<file path="src/rtl/mlp_feeder_pkg.sv">
// Shared constants for the MLP feature feeder: default frame geometry and FSM state codes.
package mlp_feeder_pkg;

   localparam int N_FEAT = 9;
   localparam int FEAT_W = 4;
   localparam int CLS_W  = 2;
   localparam int INP_W  = N_FEAT * FEAT_W;

   // FSM state encoding (plain constants so older tools can consume them too)
   localparam logic [1:0] ST_LOAD   = 2'd0;
   localparam logic [1:0] ST_WAIT   = 2'd1;
   localparam logic [1:0] ST_RESULT = 2'd2;

endpackage

</file>
<file path="src/rtl/feeder_settle_timer.sv">
// Loadable down-counter that gives the combinational classifier time to settle.
// Counts down while enabled, saturates at zero, and flags zero combinationally.
module feeder_settle_timer #(
   parameter int CNT_W = 1
) (
   input  logic             clk,
   input  logic             rst_n,
   input  logic             load_i,
   input  logic [CNT_W-1:0] load_val_i,
   input  logic             dec_i,
   output logic             zero_o
);

   logic [CNT_W-1:0] cnt_q;
   logic [CNT_W-1:0] cnt_d;

   // Next count: load wins over decrement; never wrap below zero
   always_comb begin
      cnt_d = cnt_q;
      if (load_i) begin
         cnt_d = load_val_i;
      end else if (dec_i && (cnt_q != '0)) begin
         cnt_d = cnt_q - 1'b1;
      end
   end

   // Count register
   always_ff @(posedge clk or negedge rst_n) begin
      if (!rst_n) begin
         cnt_q <= '0;
      end else begin
         cnt_q <= cnt_d;
      end
   end

   assign zero_o = (cnt_q == '0);

endmodule

</file>
<file path="src/rtl/mlp_feature_feeder.sv">
// Collects a frame of quantized features from a valid/ready stream into a packed
// vector for an external combinational classifier, waits a fixed settle time,
// captures the class and offers it on a valid/ready result port.
module mlp_feature_feeder #(
   parameter int N_FEAT = mlp_feeder_pkg::N_FEAT,
   parameter int FEAT_W = mlp_feeder_pkg::FEAT_W,
   parameter int CLS_W  = mlp_feeder_pkg::CLS_W,
   parameter int SETTLE = 2
) (
   input  logic                     clk,
   input  logic                     rst_n,
   input  logic                     s_valid,
   output logic                     s_ready,
   input  logic [FEAT_W-1:0]        s_data,
   input  logic                     s_last,
   output logic [N_FEAT*FEAT_W-1:0] mlp_inp,
   input  logic [CLS_W-1:0]         mlp_out,
   output logic                     m_valid,
   input  logic                     m_ready,
   output logic [CLS_W-1:0]         m_class,
   output logic                     err,
   output logic [15:0]              frame_cnt
);

   import mlp_feeder_pkg::*;

   localparam int K_W   = (N_FEAT > 1) ? $clog2(N_FEAT) : 1;
   localparam int CNT_W = (SETTLE > 1) ? $clog2(SETTLE) : 1;
   localparam logic [K_W-1:0]   K_LAST    = K_W'(N_FEAT - 1);
   localparam logic [CNT_W-1:0] SETTLE_LD = CNT_W'(SETTLE - 1);

   logic [1:0]       state_q, state_d;
   logic [K_W-1:0]   k_q, k_d;
   logic [CLS_W-1:0] cls_q, cls_d;
   logic             err_q, err_d;
   logic [15:0]      cnt_q, cnt_d;

   logic s_hs;
   logic m_hs;
   logic last_pos;
   logic frame_done;
   logic frame_err;
   logic tmr_zero;
   logic settle_done;

   assign s_ready = (state_q == ST_LOAD);
   assign m_valid = (state_q == ST_RESULT);

   assign s_hs        = s_valid && s_ready;
   assign m_hs        = m_valid && m_ready;
   assign last_pos    = (k_q == K_LAST);
   assign frame_done  = s_hs && s_last && last_pos;
   // s_last must coincide exactly with the final slot; anything else drops the frame
   assign frame_err   = s_hs && (s_last != last_pos);
   assign settle_done = (state_q == ST_WAIT) && tmr_zero;

   feeder_settle_timer #(
      .CNT_W (CNT_W)
   ) u_settle (
      .clk        (clk),
      .rst_n      (rst_n),
      .load_i     (frame_done),
      .load_val_i (SETTLE_LD),
      .dec_i      (state_q == ST_WAIT),
      .zero_o     (tmr_zero)
   );

   // FSM next state: LOAD -> WAIT on a clean frame end, WAIT -> RESULT once settled,
   // RESULT -> LOAD when the sink takes the result
   always_comb begin
      state_d = state_q;
      case (state_q)
         ST_LOAD:   if (frame_done)  state_d = ST_WAIT;
         ST_WAIT:   if (tmr_zero)    state_d = ST_RESULT;
         ST_RESULT: if (m_ready)     state_d = ST_LOAD;
         default:                    state_d = ST_LOAD;
      endcase
   end

   // Feature index, class capture, error pulse and delivered-frame counter next values
   always_comb begin
      k_d = k_q;
      if (s_hs) begin
         // both a proper frame end and a framing error restart at slot 0
         if (s_last || last_pos) begin
            k_d = '0;
         end else begin
            k_d = k_q + 1'b1;
         end
      end
      cls_d = settle_done ? mlp_out : cls_q;
      err_d = frame_err;
      cnt_d = m_hs ? (cnt_q + 16'd1) : cnt_q;
   end

   // Control and status registers
   always_ff @(posedge clk or negedge rst_n) begin
      if (!rst_n) begin
         state_q <= ST_LOAD;
         k_q     <= '0;
         cls_q   <= '0;
         err_q   <= 1'b0;
         cnt_q   <= '0;
      end else begin
         state_q <= state_d;
         k_q     <= k_d;
         cls_q   <= cls_d;
         err_q   <= err_d;
         cnt_q   <= cnt_d;
      end
   end

   // One feature slot per index; only the addressed slot is written, so slots
   // filled before a dropped frame keep their value
   for (genvar gi = 0; gi < N_FEAT; gi++) begin : g_slot
      localparam logic [K_W-1:0] SLOT_IDX = K_W'(gi);
      logic [FEAT_W-1:0] slot_q;

      // Slot register, written on a handshake at its index
      always_ff @(posedge clk or negedge rst_n) begin
         if (!rst_n) begin
            slot_q <= '0;
         end else if (s_hs && (k_q == SLOT_IDX)) begin
            slot_q <= s_data;
         end
      end

      assign mlp_inp[gi*FEAT_W +: FEAT_W] = slot_q;
   end

   assign m_class   = cls_q;
   assign err       = err_q;
   assign frame_cnt = cnt_q;

endmodule

</file>
<file path="config.mk">
export PLATFORM = sky130hd
export DESIGN_NAME = mlp_feature_feeder
export DESIGN_NICKNAME = d
export VERILOG_FILES = /design/src/rtl/mlp_feeder_pkg.sv /design/src/rtl/feeder_settle_timer.sv /design/src/rtl/mlp_feature_feeder.sv
export SDC_FILE = /design/constraint.sdc
export NUM_CORES = 1
export LEC_CHECK = 0
export CORE_MARGIN = 2
export CORE_UTILIZATION = 52
export DETAILED_ROUTE_END_ITERATION = 8
export PLACE_DENSITY = 0.95
export SLEW_MARGIN = 10
export SYNTH_ARGS = -nofsm -noshare
export SYNTH_HDL_FRONTEND = slang
export SYNTH_SLANG_ARGS = --single-unit
export TNS_END_PERCENT = 50
</file>
<file path="constraint.sdc">
create_clock -name clk -period 2.7 [get_ports clk]
set_input_delay 0.405 -clock clk [delete_from_list [all_inputs] [get_ports clk]]
set_output_delay 0.405 -clock clk [all_outputs]
set_load 0.005 [all_outputs]
</file>
# Word-level counts from Yosys, hierarchy flattened
# Cells that the tools add are included.
[totals]
word_cells = 61
mem_bits_rw = 0
rom_bits = 0
memories = 0
regBits = 62
output_inout_bits = 57
inputBits = 11
latch_bits = 0
[op_classes]
n_eq_ne = 14
multipliers = 0
n_reduce_logical = 21
bitwise_logic = 1
shift = 0
add_sub_neg = 3
div = 0
order_cmp = 0
n_mux = 7
[ops]
columns = ["cell", "count"]
rows = [
  ["16-bit by 1-bit adder with 16-bit output (second input constant)", 1],
  ["4-bit by 3-bit == test with 1-bit output (second input constant)", 4],
  ["1-bit logical AND", 16],
  ["4-bit by 2-bit == test with 1-bit output (second input constant)", 2],
  ["2-bit two-way mux", 3],
  ["2-bit one-hot mux with 3 select lines", 1],
  ["4-bit by 1-bit adder with 4-bit output (second input constant)", 1],
  ["4-bit by 1-bit == test with 1-bit output (second input constant)", 1],
  ["4-bit == test (second input constant)", 1],
  ["4-bit zero test", 1],
  ["4-bit two-way mux", 1],
  ["2-bit by 1-bit inequality test with 1-bit output (second input constant)", 2],
  ["3-bit AND reduction", 1],
  ["2-bit by 1-bit == test with 1-bit output (second input constant)", 1],
  ["2-bit == test (second input constant)", 1],
  ["2-bit zero test", 1],
  ["1-bit two-way mux", 2],
  ["2-bit inequality test (second input constant)", 1],
  ["2-bit nonzero test", 1],
  ["1-bit logical OR", 1],
  ["1-bit inequality test", 1],
  ["1-bit NOT", 1],
  ["1-bit subtractor (second input constant)", 1],
]

# Logic depth before layout (Yosys ltp)
# Gate-level depths: netlist (run 1).
[logic_depth]
ltp_word = 6
depth_mapped = 8

# Cells and area by module
# A second synthesis (run 1) with hierarchy kept.
[unflattened]
hier_cells = 205
area_unflattened_um2 = 2671.3
[modules_own_cells]
columns = ["module", "area_per_inst_um2", "seq_area_each_um2", "instances", "cells_per_inst"]
rows = [
  ["mlp_feature_feeder", 2626.3, 1526.5, 1, 201],
  ["feeder_settle_timer", 45.0, 25.0, 1, 4],
]

# Worst setup path before layout (run 1)
# Ideal clock, no wire load.
[synth_timing]
path_kind = "register -> register"
from = "register state_q[0]"
to = "register g_slot[8].slot_q[0]"
setup_ns = 0.125
n_path_buf = 1
required_ns = 2.575
stages_incl_launch_ff = 5
arrival_ns = 1.529
slack_ns = 1.046
synth_period_minus_slack_ns = 1.654
cell_sequence = "dfrtp_1 or3b_1 buf_4 nor2_1 mux2_2"
[synth_via]
elab_chain_cells = 3
[synth_rtl]
columns = ["item", "line", "source"]
rows = [
  ["start, declared", "mlp_feature_feeder.sv:32", "logic [1:0] state_q, state_d;"],
  ["start signal, assigned", "mlp_feature_feeder.sv:105", "state_q <= state_d;"],
  ["2-bit zero test", "mlp_feature_feeder.sv:46", "assign s_ready = (state_q == ST_LOAD);"],
  ["1-bit logical AND", "mlp_feature_feeder.sv:49", "assign s_hs = s_valid && s_ready;"],
  ["1-bit logical AND", "mlp_feature_feeder.sv:123", "end else if (s_hs && (k_q == SLOT_IDX)) begin"],
  ["end signal, assigned", "mlp_feature_feeder.sv:124", "slot_q <= s_data;"],
  ["end, declared", "mlp_feature_feeder.sv:117", "logic [FEAT_W-1:0] slot_q;"],
]
# No other way between the ends.
# A chain may end at the register's enable or synchronous reset.

# Worst setup path after layout (run 1)
[layout_timing]
from = "input s_valid"
to = "register g_slot[8].slot_q[2]"
[layout_via]
elab_chain_cells = 2
[layout_rtl]
columns = ["item", "line", "source"]
rows = [
  ["start, declared", "mlp_feature_feeder.sv:12", "input logic s_valid,"],
  ["1-bit logical AND", "mlp_feature_feeder.sv:49", ""],
  ["1-bit logical AND", "mlp_feature_feeder.sv:123", ""],
]
# No other way between the ends.

==> metrics.txt, run 1 <==
outcome=finished clean; Die Span X=74.29 um; Cells after Synth=192; core area=4755 um2; synth warn=0; worst clock skew=0.008214 ns; RSZ-0062 raised after global routing=false; Seq cells post-synth=62; routed vias/inst=5.234; n_diodes=0; CP Capture Type=register; hold violation total from the final report=0; DRT iter0 DRCs=53; Finish-stage setup viols=0; fin crit share=0.7398; initial antenna violation count=0; CTS tree=yes; maximum number of pins on one net before global-route repair=34; peak fanout along the critical path=10; VDD IR max=0.0005210 V; Slew HR=0.5070; count of cell types in the netlist=29; setup TNS=0 ns; Die Y=74.29 um; ys flop type=dfrtp_1; GPL Wtd Cong=0.8258; PostCTS Resize Cnt=0; CP Launch Type=input port; H-Tree Level Count=3; Root Buffer=clkbuf_8; PortBufs=67; total clock buffers created by CTS=9; Post-CTS Hold Fix Bufs=0; Post CTS Setup Buffer Count=0; Skew-Pair Late Insertion Delay=0.33 ns; Initial DRT Pass Iterations=4; async set-reset flop share out of synthesis=1.000; sequential area share after synthesis=0.6040; # DRC=0; vias post-DR=1769; reg-to-reg slack, setup=0.83 ns; Post-synth EDFFs=0; Power Dens Cells=721.9 nW/um2; vias in the first global route=1806; Initial Utilization=0.5403; static leakage=1.572 nW; WP data required=2.91 ns; Max-cap violations=0; gr ovfl total=0; critical path type=input port to register; Final Instance Area=3486 um2; Least-Margin Pin Slew=0.7395 ns; Tmin final=1.998 ns; Routed Antenna Nets=0; total power=2.516 mW; most common cell after layout, fill and taps aside=clkdlybuf4s50_1; die area=5518 um2; Synth Area per Inst=13.38 um2; DP Area=3318 um2; row count=25; fin nets=284; Final Max Tran Viols=0; FMAX=0.5006 GHz; fin util=0.7332; Inst Count DP=323; most frequent cells in the layout=clkdlybuf4s50_1, dfrtp_1, mux2_2; Synth Net Count=209; fin cells=338; DRT Wirelength=5198 um; clock sink total=62; Worst Reg-to-Reg Cells=3; drt wl/cell=15.38 um; DP HPWL=3778 um; Syn-to-layout area delta=35.70%; share of layout cells above drive strength 1=0.1993; first-pass GRT wire length=8783 um; maximum buffer depth of the clock tree=2; worst min-delay path category=input port to async pin; Mapped Area=2569 um2; CP Data Arrival Time=2.20 ns; IO Count=68; Clk pin slew, worst setup/hold paths=0.06 ns; gr usage total=0.2180
report_power, final:
group	switching [mW]	total (mW)	internal, mW
clock network	0.316	0.694	0.378
logic	0.190	0.613	0.423
registers	0.106	1.21	1.10
total	0.612	2.52	1.90
sequential cells by signal, indices dropped and copies added, names as in the netlist:
register	cells
err	1
frame_cnt	16
g_slot.slot_q	36
k_q	4
m_class	2
state_q	2
u_settle.cnt_q	1
through the flow:
| stage | hold WS [ns] | setup WS, ns |
|---|---|---|
| floorplan | 0.1094 | 1.046 |
| global placement | 0.4622 | 0.4380 |
| detailed placement | 0.4722 | 0.3813 |
| CTS | 0.1473 | 0.7226 |
| global route | 0.1804 | 0.6193 |
| finish | 0.1384 | 0.7025 |
synth_stat cells (2+ instances only):
cell type | count | area, um2
clkbuf_1 | 2 | 7.510
and3_1 | 5 | 31.28
nand2_1 | 17 | 63.81
nor2_1 | 5 | 18.77
nand4_1 | 3 | 18.77
nand3_1 | 13 | 65.06
xnor2_1 | 14 | 122.6
mux2_2 | 38 | 427.9
ha_1 | 6 | 75.07
inv_1 | 6 | 22.52
dfrtp_1 | 62 | 1551
o21ai_0 | 4 | 20.02
worst max-delay path: stages:
cell	delay (ns)
clkdlybuf4s50_1	0.48
or3b_1	0.53
nor2_1	0.40
mux2_2	0.39
layout make-up:
type                       instances  area [um2]
timing repair buffer              68       685.7
tap                               67       83.83
inverter                           6       22.52
clock inverter                     1       5.005
multi-input combinational        120       974.7
clock buffer                      14       162.7
sequential                        62        1551
fill                             340        1269
path summary, 6_finish.rpt:
kind                               start                   to
hold / removal                     rst_n  g_slot[3].slot_q[3]
setup / recovery                 s_valid  g_slot[8].slot_q[2]
min in group clk           frame_cnt[15]        frame_cnt[15]
hold reg to reg            frame_cnt[15]        frame_cnt[15]
max in group asynchronous          rst_n         frame_cnt[6]
setup reg to reg              state_q[0]  g_slot[8].slot_q[2]
per-layer routing:
layer / up-vias / track usage / share of wire
li1: 815 / - / -
met1: 898 / 0.2622 / 0.41
met2: 49 / 0.3641 / 0.54
met3: 7 / 0.06098 / 0.041
met4: 0 / 0.1052 / 0.013
met5: - / 0 / 0
cell families (layout without fill, tap and decap cells):
kind of cell | after synthesis | after routing | synth area share
AOI/OAI and AO/OA | 8 | 8 | 0.01997
xor gates and xnor gates | 15 | 15 | 0.05115
adders and majority gates | 6 | 6 | 0.02922
buffers and inverters | 10 | 89 | 0.01656
DFF | 62 | 62 | 0.6040
muxes | 39 | 39 | 0.1710
and+or+nand+nor | 52 | 52 | 0.1081
Power figures use the tool's default switching activity.
==> inputs of run 2 (changes only) <==
--- a/config.mk
+++ b/config.mk
@@ -6,9 +6,9 @@
 export NUM_CORES = 1
 export LEC_CHECK = 0
 export CORE_MARGIN = 2
-export CORE_UTILIZATION = 52
+export CORE_UTILIZATION = 43
 export DETAILED_ROUTE_END_ITERATION = 8
-export PLACE_DENSITY = 0.95
+export PLACE_DENSITY = 0.85
 export SLEW_MARGIN = 10
 export SYNTH_ARGS = -nofsm -noshare
 export SYNTH_HDL_FRONTEND = slang
==> constraint.sdc (replaced) <==
create_clock -name clk -period 1.7 [get_ports clk]
set_input_delay 0.255 -clock clk [delete_from_list [all_inputs] [get_ports clk]]
set_output_delay 0.255 -clock clk [all_outputs]
set_load 0.005 [all_outputs]
==> run 2 against run 1 <==
Net effect:
- utilization fell by 12 points
- critical path type unchanged
- highest routed layer unchanged
- critical path depth rose by 1
- via count rose by 0.62%
- worst hold slack improved by 0.33 ns
- routed wire length rose by 0.96%
==> metrics.txt, run 2 (synthesized netlist as in run 1, its figures left out) <==
outcome=finished clean (unchanged); hold violation total from the final report=0 (unchanged); Syn-to-layout area delta=40.18% (was 35.70%); clock sink total=62 (unchanged); # DRC=0 (unchanged); DP HPWL=3793 um (was 3778 um); PortBufs=67 (unchanged); critical path type=input port to register (unchanged); Max-cap violations=0 (unchanged); worst clock skew=0.009085 ns (was 0.008214 ns); Die Span X=81.29 um (was 74.29 um); Slew HR=0.7260 (was 0.5070); vias post-DR=1780 (was 1769); Skew-Pair Late Insertion Delay=0.33 ns (about the same); routed vias/inst=5.014 (was 5.234); gr ovfl total=0 (unchanged); CP Data Arrival Time=1.87 ns (was 2.20 ns); static leakage=1.634 nW (was 1.572 nW); Top reg by flops=g_slot.slot_q (unchanged); Filler cells=473 (was 340); drt wl/cell=14.78 um (was 15.38 um); RSZ-0062 raised after global routing=true (was false); Clk pin slew, worst setup/hold paths=0.06 ns (about the same); first-pass GRT wire length=8514 um (was 8783 um); WP data required=1.90 ns (was 2.91 ns); DRT Wirelength=5248 um (was 5198 um); VDD IR max=0.0007400 V (was 0.0005210 V); GPL Wtd Cong=0.7839 (was 0.8258); Routed Antenna Nets=0 (unchanged); Die Y=81.29 um (was 74.29 um); peak fanout along the critical path=4 (was 10); Power Dens Cells=1160 nW/um2 (was 721.9 nW/um2); reg2reg start=state_q[0] (unchanged); share of layout cells above drive strength 1=0.2429 (was 0.1993); core area=5851 um2 (was 4755 um2); most common cell after layout, fill and taps aside=clkdlybuf4s50_1 (unchanged); Tmin final=1.663 ns; CP Launch Type=input port (unchanged); Root Buffer=clkbuf_8 (unchanged); max FFs per register=36 (unchanged); DP Area=3381 um2 (was 3318 um2); row count=28 (was 25); vias in the first global route=1802 (was 1806); CTS tree=yes (unchanged); fin util=0.6155 (was 0.7332); most frequent cells in the layout=clkdlybuf4s50_1, dfrtp_1, mux2_2 (unchanged); worst min-delay path category=input port to async pin (unchanged); CP Launch Point=s_valid (unchanged); FMAX=0.6012 GHz; IO Count=68 (unchanged); gr usage total=0.1755 (was 0.2180); maximum buffer depth of the clock tree=2 (unchanged); CP Cell Sequence=clkdlybuf4s50_1 > or3b_4 > nor3_4 > nand2_1 > mux2_2 (was clkdlybuf4s50_1 > or3b_1 > nor2_1 > mux2_2); Initial DRT Pass Iterations=4 (unchanged); Post CTS Setup Buffer Count=0 (unchanged); Initial Utilization=0.4391 (was 0.5403); Finish-stage setup viols=0 (unchanged); CP Capture Type=register (unchanged); Final Max Tran Viols=0 (unchanged); area occupied by registers=1551 um2 (unchanged); Final Instance Area=3601 um2 (was 3486 um2); fin nets=292 (was 284); H-Tree Level Count=3 (unchanged); Least-Margin Pin Slew=0.4098 ns (was 0.7395 ns); total clock buffers created by CTS=9 (unchanged); fin crit share=0.9784; n_diodes=0 (unchanged); die area=6608 um2 (was 5518 um2); maximum number of pins on one net before global-route repair=63 (was 34); DRT iter0 DRCs=46 (was 53); initial antenna violation count=0 (unchanged); CP max stage delay=0.48 ns (was 0.53 ns); Critical-path top delay cell=clkdlybuf4s50_1 (was or3b_1); area of the multi-input gates=987.2 um2 (was 974.7 um2)
==> run 2: changes by cell type in the layout (fill, tap and decap cells not counted), moves of 2 or more <==
cell             before  now
clkbuf_1              3    1
dlygate4sd2_1         0    2
buf_4                 0    7
clkdlybuf4s50_1      66   64
clkinv_2              1    3
==> run 2: final cells by class <==
class	instances	share of cell area
clock buffer	12	0.04309
multi-input combinational	120	0.2741
clock inverter	4	0.01251
timing repair buffer	76	0.2071
sequential	62	0.4309
inverter	6	0.006254
tap	75	0.02606
==> run 2: where the power goes <==
group          internal, mW  switching (mW)  leakage (nW)
Clock                 0.750           0.528         0.106
Sequential             1.75           0.152         0.816
Combinational         0.684           0.311         0.712
==> run 2: through the flow <==
stage | hold slack [ns] | instances | worst slack [ns] | TNS [ns] | total power [mW]
detailed placement | 0.2870 | 338 | -0.4114 | -12.70 | 2.938
global route | 0.5008 | 355 | -0.03130 | -0.1468 | 4.385
floorplan | -0.04059 | 192 | 0.04609 | 0 | 2.247
finish | 0.4725 | 355 | 0.03671 | 0 | 4.177
global placement | 0.2858 | 338 | -0.3532 | -11.37 | 2.892
CTS | 0.4661 | 355 | 0.01669 | 0 | 4.236
==> run 2: worst max-delay path: cells and delay by family <==
kind | cells | cell delay (ns)
AND/OR/NAND/NOR | 3 | 0.81
buffers and inverters | 1 | 0.48
multiplexers | 1 | 0.32
==> run 2: repair_timing <==
item / in CTS / in global routing
endpoints found under the hold margin: 62 / 0
gates resized for setup: 4 / 2
setup endpoints to repair: 10 / 8
hold buffers: 1 / 0
pin swaps: 0 / 0
==> run 2: routing by layer <==
metal  vias to the layer above  GRT usage  routed length, um
li1                        838          -                  -
met1                       889     0.2146               2324
met2                        44     0.2861               2627
met3                         9    0.04000                194
met4                         0    0.09831                102
met5                         -          0                  0
==> run 2: path summary, 6_finish.rpt <==
kind	endpoint	slack (ns)	cells past startpoint
min in group clk	frame_cnt[15]	0.48	1
worst min register to register	frame_cnt[15]	0.48	1
max in group asynchronous	state_q[0]	0.96	3
worst min-delay path	g_slot[0].slot_q[2]	0.47	3
worst max-delay path	g_slot[3].slot_q[2]	0.04	5
worst max register to register	g_slot[3].slot_q[2]	0.06	4
